### config.mk
export PLATFORM = sky130hd
export DESIGN_NAME = phys_reg_free_list_ctrl
export DESIGN_NICKNAME = d
export VERILOG_FILES = /design/src/rtl/phys_reg_free_list_ctrl.sv
export SDC_FILE = /design/constraint.sdc
export NUM_CORES = 1
export LEC_CHECK = 0
export ABC_AREA = 1
export CAP_MARGIN = 20
export CORE_ASPECT_RATIO = 1.5
export CORE_MARGIN = 3
export CORE_UTILIZATION = 38
export CTS_BUF_LIST = sky130_fd_sc_hd__clkbuf_4
export CTS_CLUSTER_DIAMETER = 200
export DETAILED_ROUTE_END_ITERATION = 16
export HOLD_SLACK_MARGIN = 0.15
export MAX_ROUTING_LAYER = met4
export PLACE_DENSITY = 0.86
export SYNTH_ARGS = -nofsm -noshare
export SYNTH_HDL_FRONTEND = slang
export SYNTH_SLANG_ARGS = --single-unit
### constraint.sdc
create_clock -name CLK -period 1.5 [get_ports CLK]
set_input_delay 0.3 -clock CLK [delete_from_list [all_inputs] [get_ports CLK]]
set_output_delay 0.3 -clock CLK [all_outputs]
set_load 0.03 [all_outputs]
### src/rtl/phys_reg_free_list_ctrl.sv
// Arbitration and commit-free buffering in front of the physical-register free list.
// Build option: define FREE_BUF_BYPASS_EN to let a free skip the empty buffer and reach the free list in the same cycle.
//
// state    | meaning
// ---------+---------------------------------------------------------------
// NORMAL   | dispatch may be granted
// RECOVER  | one cycle after a successful failed-speculation restore; fl_empty is stale
module phys_reg_free_list_ctrl #(
    parameter int FREE_BUF_DEPTH = 4,
    parameter int PHYS_REG_TAG_W = 6,
    parameter int ROB_INDEX_W    = 5,
    parameter int CKPT_COL_W     = 3
) (
    input  logic                      CLK,
    input  logic                      nRST,

    input  logic                      commit_free_valid,
    input  logic [PHYS_REG_TAG_W-1:0] commit_free_tag,
    output logic                      commit_free_ready,

    input  logic                      dispatch_req_valid,
    input  logic                      dispatch_req_save,
    input  logic [ROB_INDEX_W-1:0]    dispatch_req_ROB_index,
    output logic                      dispatch_grant,
    output logic [PHYS_REG_TAG_W-1:0] dispatch_phys_reg_tag,
    output logic [CKPT_COL_W-1:0]     dispatch_checkpoint_column,

    input  logic                      revert_req_valid,
    input  logic [PHYS_REG_TAG_W-1:0] revert_req_tag,
    output logic                      revert_ack,

    input  logic                      restore_req_valid,
    input  logic                      restore_req_speculate_failed,
    input  logic [ROB_INDEX_W-1:0]    restore_req_ROB_index,
    input  logic [CKPT_COL_W-1:0]     restore_req_column,
    output logic                      restore_done,
    output logic                      restore_success,

    output logic                      fl_dequeue_valid,
    input  logic [PHYS_REG_TAG_W-1:0] fl_dequeue_phys_reg_tag,
    input  logic                      fl_full,
    input  logic                      fl_empty,

    output logic                      fl_enqueue_valid,
    output logic [PHYS_REG_TAG_W-1:0] fl_enqueue_tag,

    output logic                      fl_revert_valid,
    output logic [PHYS_REG_TAG_W-1:0] fl_revert_tag,

    output logic                      fl_save_checkpoint_valid,
    output logic [ROB_INDEX_W-1:0]    fl_save_checkpoint_ROB_index,
    input  logic [CKPT_COL_W-1:0]     fl_save_checkpoint_safe_column,

    output logic                      fl_restore_checkpoint_valid,
    output logic                      fl_restore_checkpoint_speculate_failed,
    output logic [ROB_INDEX_W-1:0]    fl_restore_checkpoint_ROB_index,
    output logic [CKPT_COL_W-1:0]     fl_restore_checkpoint_column,
    input  logic                      fl_restore_checkpoint_success,

    output logic                      DUT_error
);

    // FREE_BUF_DEPTH must be a power of 2 and at least 2.
    localparam int PTR_W = $clog2(FREE_BUF_DEPTH);

    typedef enum logic {
        ST_NORMAL  = 1'b0,
        ST_RECOVER = 1'b1
    } state_t;

    state_t                    state_q, state_d;
    logic [PTR_W:0]            wr_ptr_q, wr_ptr_d;
    logic [PTR_W:0]            rd_ptr_q, rd_ptr_d;
    logic [PHYS_REG_TAG_W-1:0] buf_mem_q [FREE_BUF_DEPTH];
    logic [PHYS_REG_TAG_W-1:0] buf_mem_d [FREE_BUF_DEPTH];
    logic                      error_q, error_d;

    logic restore_failed;
    logic restore_recovers;
    logic dispatch_blocked;
    logic buf_empty;
    logic buf_full;
    logic free_accept;
    logic free_bypass;
    logic buf_push;
    logic buf_pop;

    // Request arbitration: restore > revert > dispatch
    always_comb begin
        restore_failed   = restore_req_valid && restore_req_speculate_failed;
        restore_recovers = restore_failed && fl_restore_checkpoint_success;
        dispatch_blocked = restore_failed || revert_req_valid || (state_q != ST_NORMAL);

        restore_done                           = restore_req_valid;
        restore_success                        = fl_restore_checkpoint_success;
        fl_restore_checkpoint_valid            = restore_req_valid;
        fl_restore_checkpoint_speculate_failed = restore_req_speculate_failed;
        fl_restore_checkpoint_ROB_index        = restore_req_ROB_index;
        fl_restore_checkpoint_column           = restore_req_column;

        revert_ack      = revert_req_valid && !restore_failed && (state_q == ST_NORMAL);
        fl_revert_valid = revert_ack;
        fl_revert_tag   = revert_req_tag;

        dispatch_grant = dispatch_req_valid && !dispatch_blocked
                         && (dispatch_req_save || !fl_empty);
        fl_dequeue_valid             = dispatch_grant && !dispatch_req_save;
        fl_save_checkpoint_valid     = dispatch_grant && dispatch_req_save;
        fl_save_checkpoint_ROB_index = dispatch_req_ROB_index;
        dispatch_phys_reg_tag        = fl_dequeue_phys_reg_tag;
        dispatch_checkpoint_column   = fl_save_checkpoint_safe_column;
    end

    // A second successful failed restore while recovering re-arms the stale-empty window.
    always_comb begin
        state_d = state_q;
        case (state_q)
            ST_NORMAL:  if (restore_recovers) state_d = ST_RECOVER;
            ST_RECOVER: state_d = restore_recovers ? ST_RECOVER : ST_NORMAL;
            default:    state_d = ST_NORMAL;
        endcase
    end

    always_comb begin
        buf_empty = (wr_ptr_q == rd_ptr_q);
        buf_full  = (wr_ptr_q[PTR_W] != rd_ptr_q[PTR_W])
                    && (wr_ptr_q[PTR_W-1:0] == rd_ptr_q[PTR_W-1:0]);
        commit_free_ready = !buf_full;

        // Tag 0 is handshaken but never reaches the free list.
        free_accept = commit_free_valid && !buf_full && (commit_free_tag != '0);
`ifdef FREE_BUF_BYPASS_EN
        free_bypass = free_accept && buf_empty && !fl_full;
`else
        free_bypass = 1'b0;
`endif
        buf_push = free_accept && !free_bypass;
        buf_pop  = !buf_empty && !fl_full;

        fl_enqueue_valid = buf_pop || free_bypass;
        fl_enqueue_tag   = free_bypass ? commit_free_tag : buf_mem_q[rd_ptr_q[PTR_W-1:0]];

        buf_mem_d = buf_mem_q;
        if (buf_push) begin
            buf_mem_d[wr_ptr_q[PTR_W-1:0]] = commit_free_tag;
        end
        wr_ptr_d = wr_ptr_q + {{PTR_W{1'b0}}, buf_push};
        rd_ptr_d = rd_ptr_q + {{PTR_W{1'b0}}, buf_pop};
    end

    always_comb begin
        error_d = (commit_free_valid && buf_full)
                  || (revert_req_valid && (state_q == ST_RECOVER))
                  || (fl_enqueue_valid && fl_full);
        DUT_error = error_q;
    end

    always_ff @(posedge CLK or negedge nRST) begin
        if (!nRST) begin
            state_q   <= ST_NORMAL;
            wr_ptr_q  <= '0;
            rd_ptr_q  <= '0;
            buf_mem_q <= '{default: '0};
            error_q   <= 1'b0;
        end else begin
            state_q   <= state_d;
            wr_ptr_q  <= wr_ptr_d;
            rd_ptr_q  <= rd_ptr_d;
            buf_mem_q <= buf_mem_d;
            error_q   <= error_d;
        end
    end

endmodule

==> metrics.csv <==
stage,metric,value,unit
die,fp.dieH,92.6,um
sta,setup_viol,14,
clocking,clkLatencyLatePin,0.33,ns
grt,overflow,0,
synth,ys_warn_count,0,
clocking,numClockSinks,32,
layout,n_fill_cell,406,
detailed_routing,ant_nets,0,
sta,rsz0062_at_grt,yes,
die,start_util,0.405,
synth,ys_seq_area_frac,0.421,
grt,grtUsageMet1,0.177,
sta,maxSlewHeadroom,0.796,
clocking,cts_tree,built,
setup_path,path_max_fanout,3,
sta,slew_violations,0,
setup_path,worstPathArrival,1.40,ns
clocking,cts_inserted_buffers,5,
sta,setup_ws,-0.201,ns
detailed_routing,drt_iter0_drc,90,
sta,max_clock_freq,0.588,GHz
grt,met3_usage,0.0473,
clocking,clockBufferDepth,2,
min_path,hold_path_class,in -> reg,
setup_path,worstPathRequired,1.20,ns
clocking,hold_buffers,0,
run_status,outcome,"complete, but fails checks",
placed_design,place_congestion,0.850,
placed_design,port_buffers,34,
synth,syn_nets,278,
die,ios,91,
pwr,ir_drop,0.00124,V
placed_design,dpl_worst_slack,-0.371,ns
layout,area_growth,30.1,%
placed_design,place_area,0.00230,mm2
detailed_routing,vias_per_cell,5.24,
grt,busiest_layer,met2,
placed_design,hpwl,3360,um
grt,grt_pass1_vias,1588,
setup_path,critPathKind,reg -> out,
detailed_routing,drt_pass1_iterations,4,
pwr,leakage,1.25,nW
synth,netlist_instances,229,
clocking,root_buffer,clkbuf_4,
clocking,path_clk_slew,0.09,ns
grt,grt_pass1_wl,7400,um
sta,setup_tns,-1.85,ns
layout,final_cell_mix,"nand2_1, buf_4, dfrtp_1",
sta,tightest_slew,0.305,ns
layout,final_nets,306,
detailed_routing,num_vias,1683,
setup_path,end_kind,output port,
run_status,violations,negative setup slack,
sta,fin_crit_sh,1.13,
detailed_routing,routed_wl,4630,um
sta,fin_worst_skew,0.0122,ns
synth,yosys_register_bits,32,
clocking,h-tree-depth,2,
layout,final_common_cell,nand2_1,
die,die-area,0.00591,mm2
die,coreArea,0.00469,mm2
pwr,p_per_area,2150,mW/mm2
grt,grt_use_total,0.165,
die,die_w,63.8,um
synth,ys_types,24,
sta,fin_crit,1.70,ns
layout,drive_above_1_share,0.331,
die,rows,30,
layout,antenna_cells,0,
grt,antenna_found_initial,0,
synth,syn_avg_cell_area,8.30,um2
job,maxCapViolations,0,
detailed_routing,wire_per_inst,14.4,um
grt,met2_usage,0.284,
detailed_routing,drc,0,
setup_path,worstSetupStartpointType,flip-flop,
layout,final_area,0.00247,mm2
synth,synth_area,0.00190,mm2
sta,finalHoldViolCount,0,
grt,grt_max_degree,33,
layout make-up:
cell class,count,area [um2],area share
clock inverters,2,7.51,0.00303
well taps,64,80.1,0.0324
multi-input cells,142,878,0.355
clock buffers,5,37.5,0.0152
repair buffers,61,606,0.245
flip-flops and latches,32,803,0.325
inverters,15,61.3,0.0248
logic make-up after synthesis:
family | after synthesis | synth area share
simple gates | 113 | 0.289
buf+inv | 55 | 0.184
flops | 32 | 0.421
compound gates | 22 | 0.0651
fa+ha+maj | 4 | 0.0263
xor+xnor | 3 | 0.0138
per-layer routing:
layer / vias up / part of all wire
met5: - / 0
met2: 82 / 0.53
li1: 794 / -
met4: 0 / 0.038
met1: 782 / 0.35
met3: 25 / 0.081
per-stage QoR:
stage	power [mW]	utilization	std cells	hold slack [ns]
2_1_floorplan	3.53	-	229	0.00441
5_1_grt	5.71	0.527	321	0.268
6_report	5.31	0.527	321	0.265
3_5_place_dp	4.56	0.491	311	0.458
4_1_cts	5.21	0.515	320	0.331
3_3_place_gp	4.44	0.491	311	0.451
cells in the mapped netlist (all sizes together):
library cell | n | area (um2)
nand2 | 60 | 228
a31oi | 1 | 6.26
o21bai | 1 | 7.51
o21ai | 13 | 65.1
a211oi | 1 | 7.51
nand3 | 7 | 90.1
buf | 38 | 284
dfrtp | 32 | 801
clkbuf | 2 | 7.51
o22ai | 6 | 37.5
ha | 4 | 50.1
xor2 | 2 | 17.5
inv | 15 | 58.8
nor2 | 22 | 82.6
xnor2 | 1 | 8.76
nand4 | 24 | 150
state kept, by name (all words and copies together), names as in the netlist:
| name | count |
|---|---|
| DUT_error | 1 |
| buf_mem_q | 24 |
| rd_ptr_q | 3 |
| state_q | 1 |
| wr_ptr_q | 3 |
worst max-delay path, stage by stage, from the launching register on:
cell      delay [ns]
dfrtp_1         0.41
inv_1           0.09
nand2_1         0.07
nand2_2         0.09
nand2_1         0.06
o21bai_1        0.17
inv_2           0.06
buf_6           0.13
what timing repair did:
action / 4_1_cts / 5_1_grt
endpoints found under the setup margin: 15 / 41
gates resized for setup: 28 / 15
gates cloned: 0 / 1
pin swaps: 17 / 7
setup buffers: 3 / 2
final timing paths:
| kind | from | end | slack [ns] | cells after the start |
|---|---|---|---|---|
| min | restore_req_valid | state_q$_DFF_PN0_ | 0.26 | 3 |
| max | wr_ptr_q[1]$_DFF_PN0_ | fl_enqueue_valid | -0.20 | 7 |
| min in group asynchronous | nRST | buf_mem_q[0]$_DFFE_PN0P_ | 0.33 | 2 |
| max in group asynchronous | nRST | rd_ptr_q[1]$_DFF_PN0_ | 0.97 | 2 |
| min reg2reg | buf_mem_q[1]$_DFFE_PN0P_ | buf_mem_q[1]$_DFFE_PN0P_ | 0.49 | 2 |
| max reg2reg | wr_ptr_q[1]$_DFF_PN0_ | rd_ptr_q[2]$_DFF_PN0_ | -0.12 | 10 |
report_power, final:
| part | leakage [nW] | switching (mW) | internal, mW |
|---|---|---|---|
| clock network | 0.0261 | 0.272 | 0.163 |
| logic | 0.833 | 1.89 | 1.43 |
| registers | 0.396 | 0.293 | 1.27 |
(Power assumes the default switching activity.)
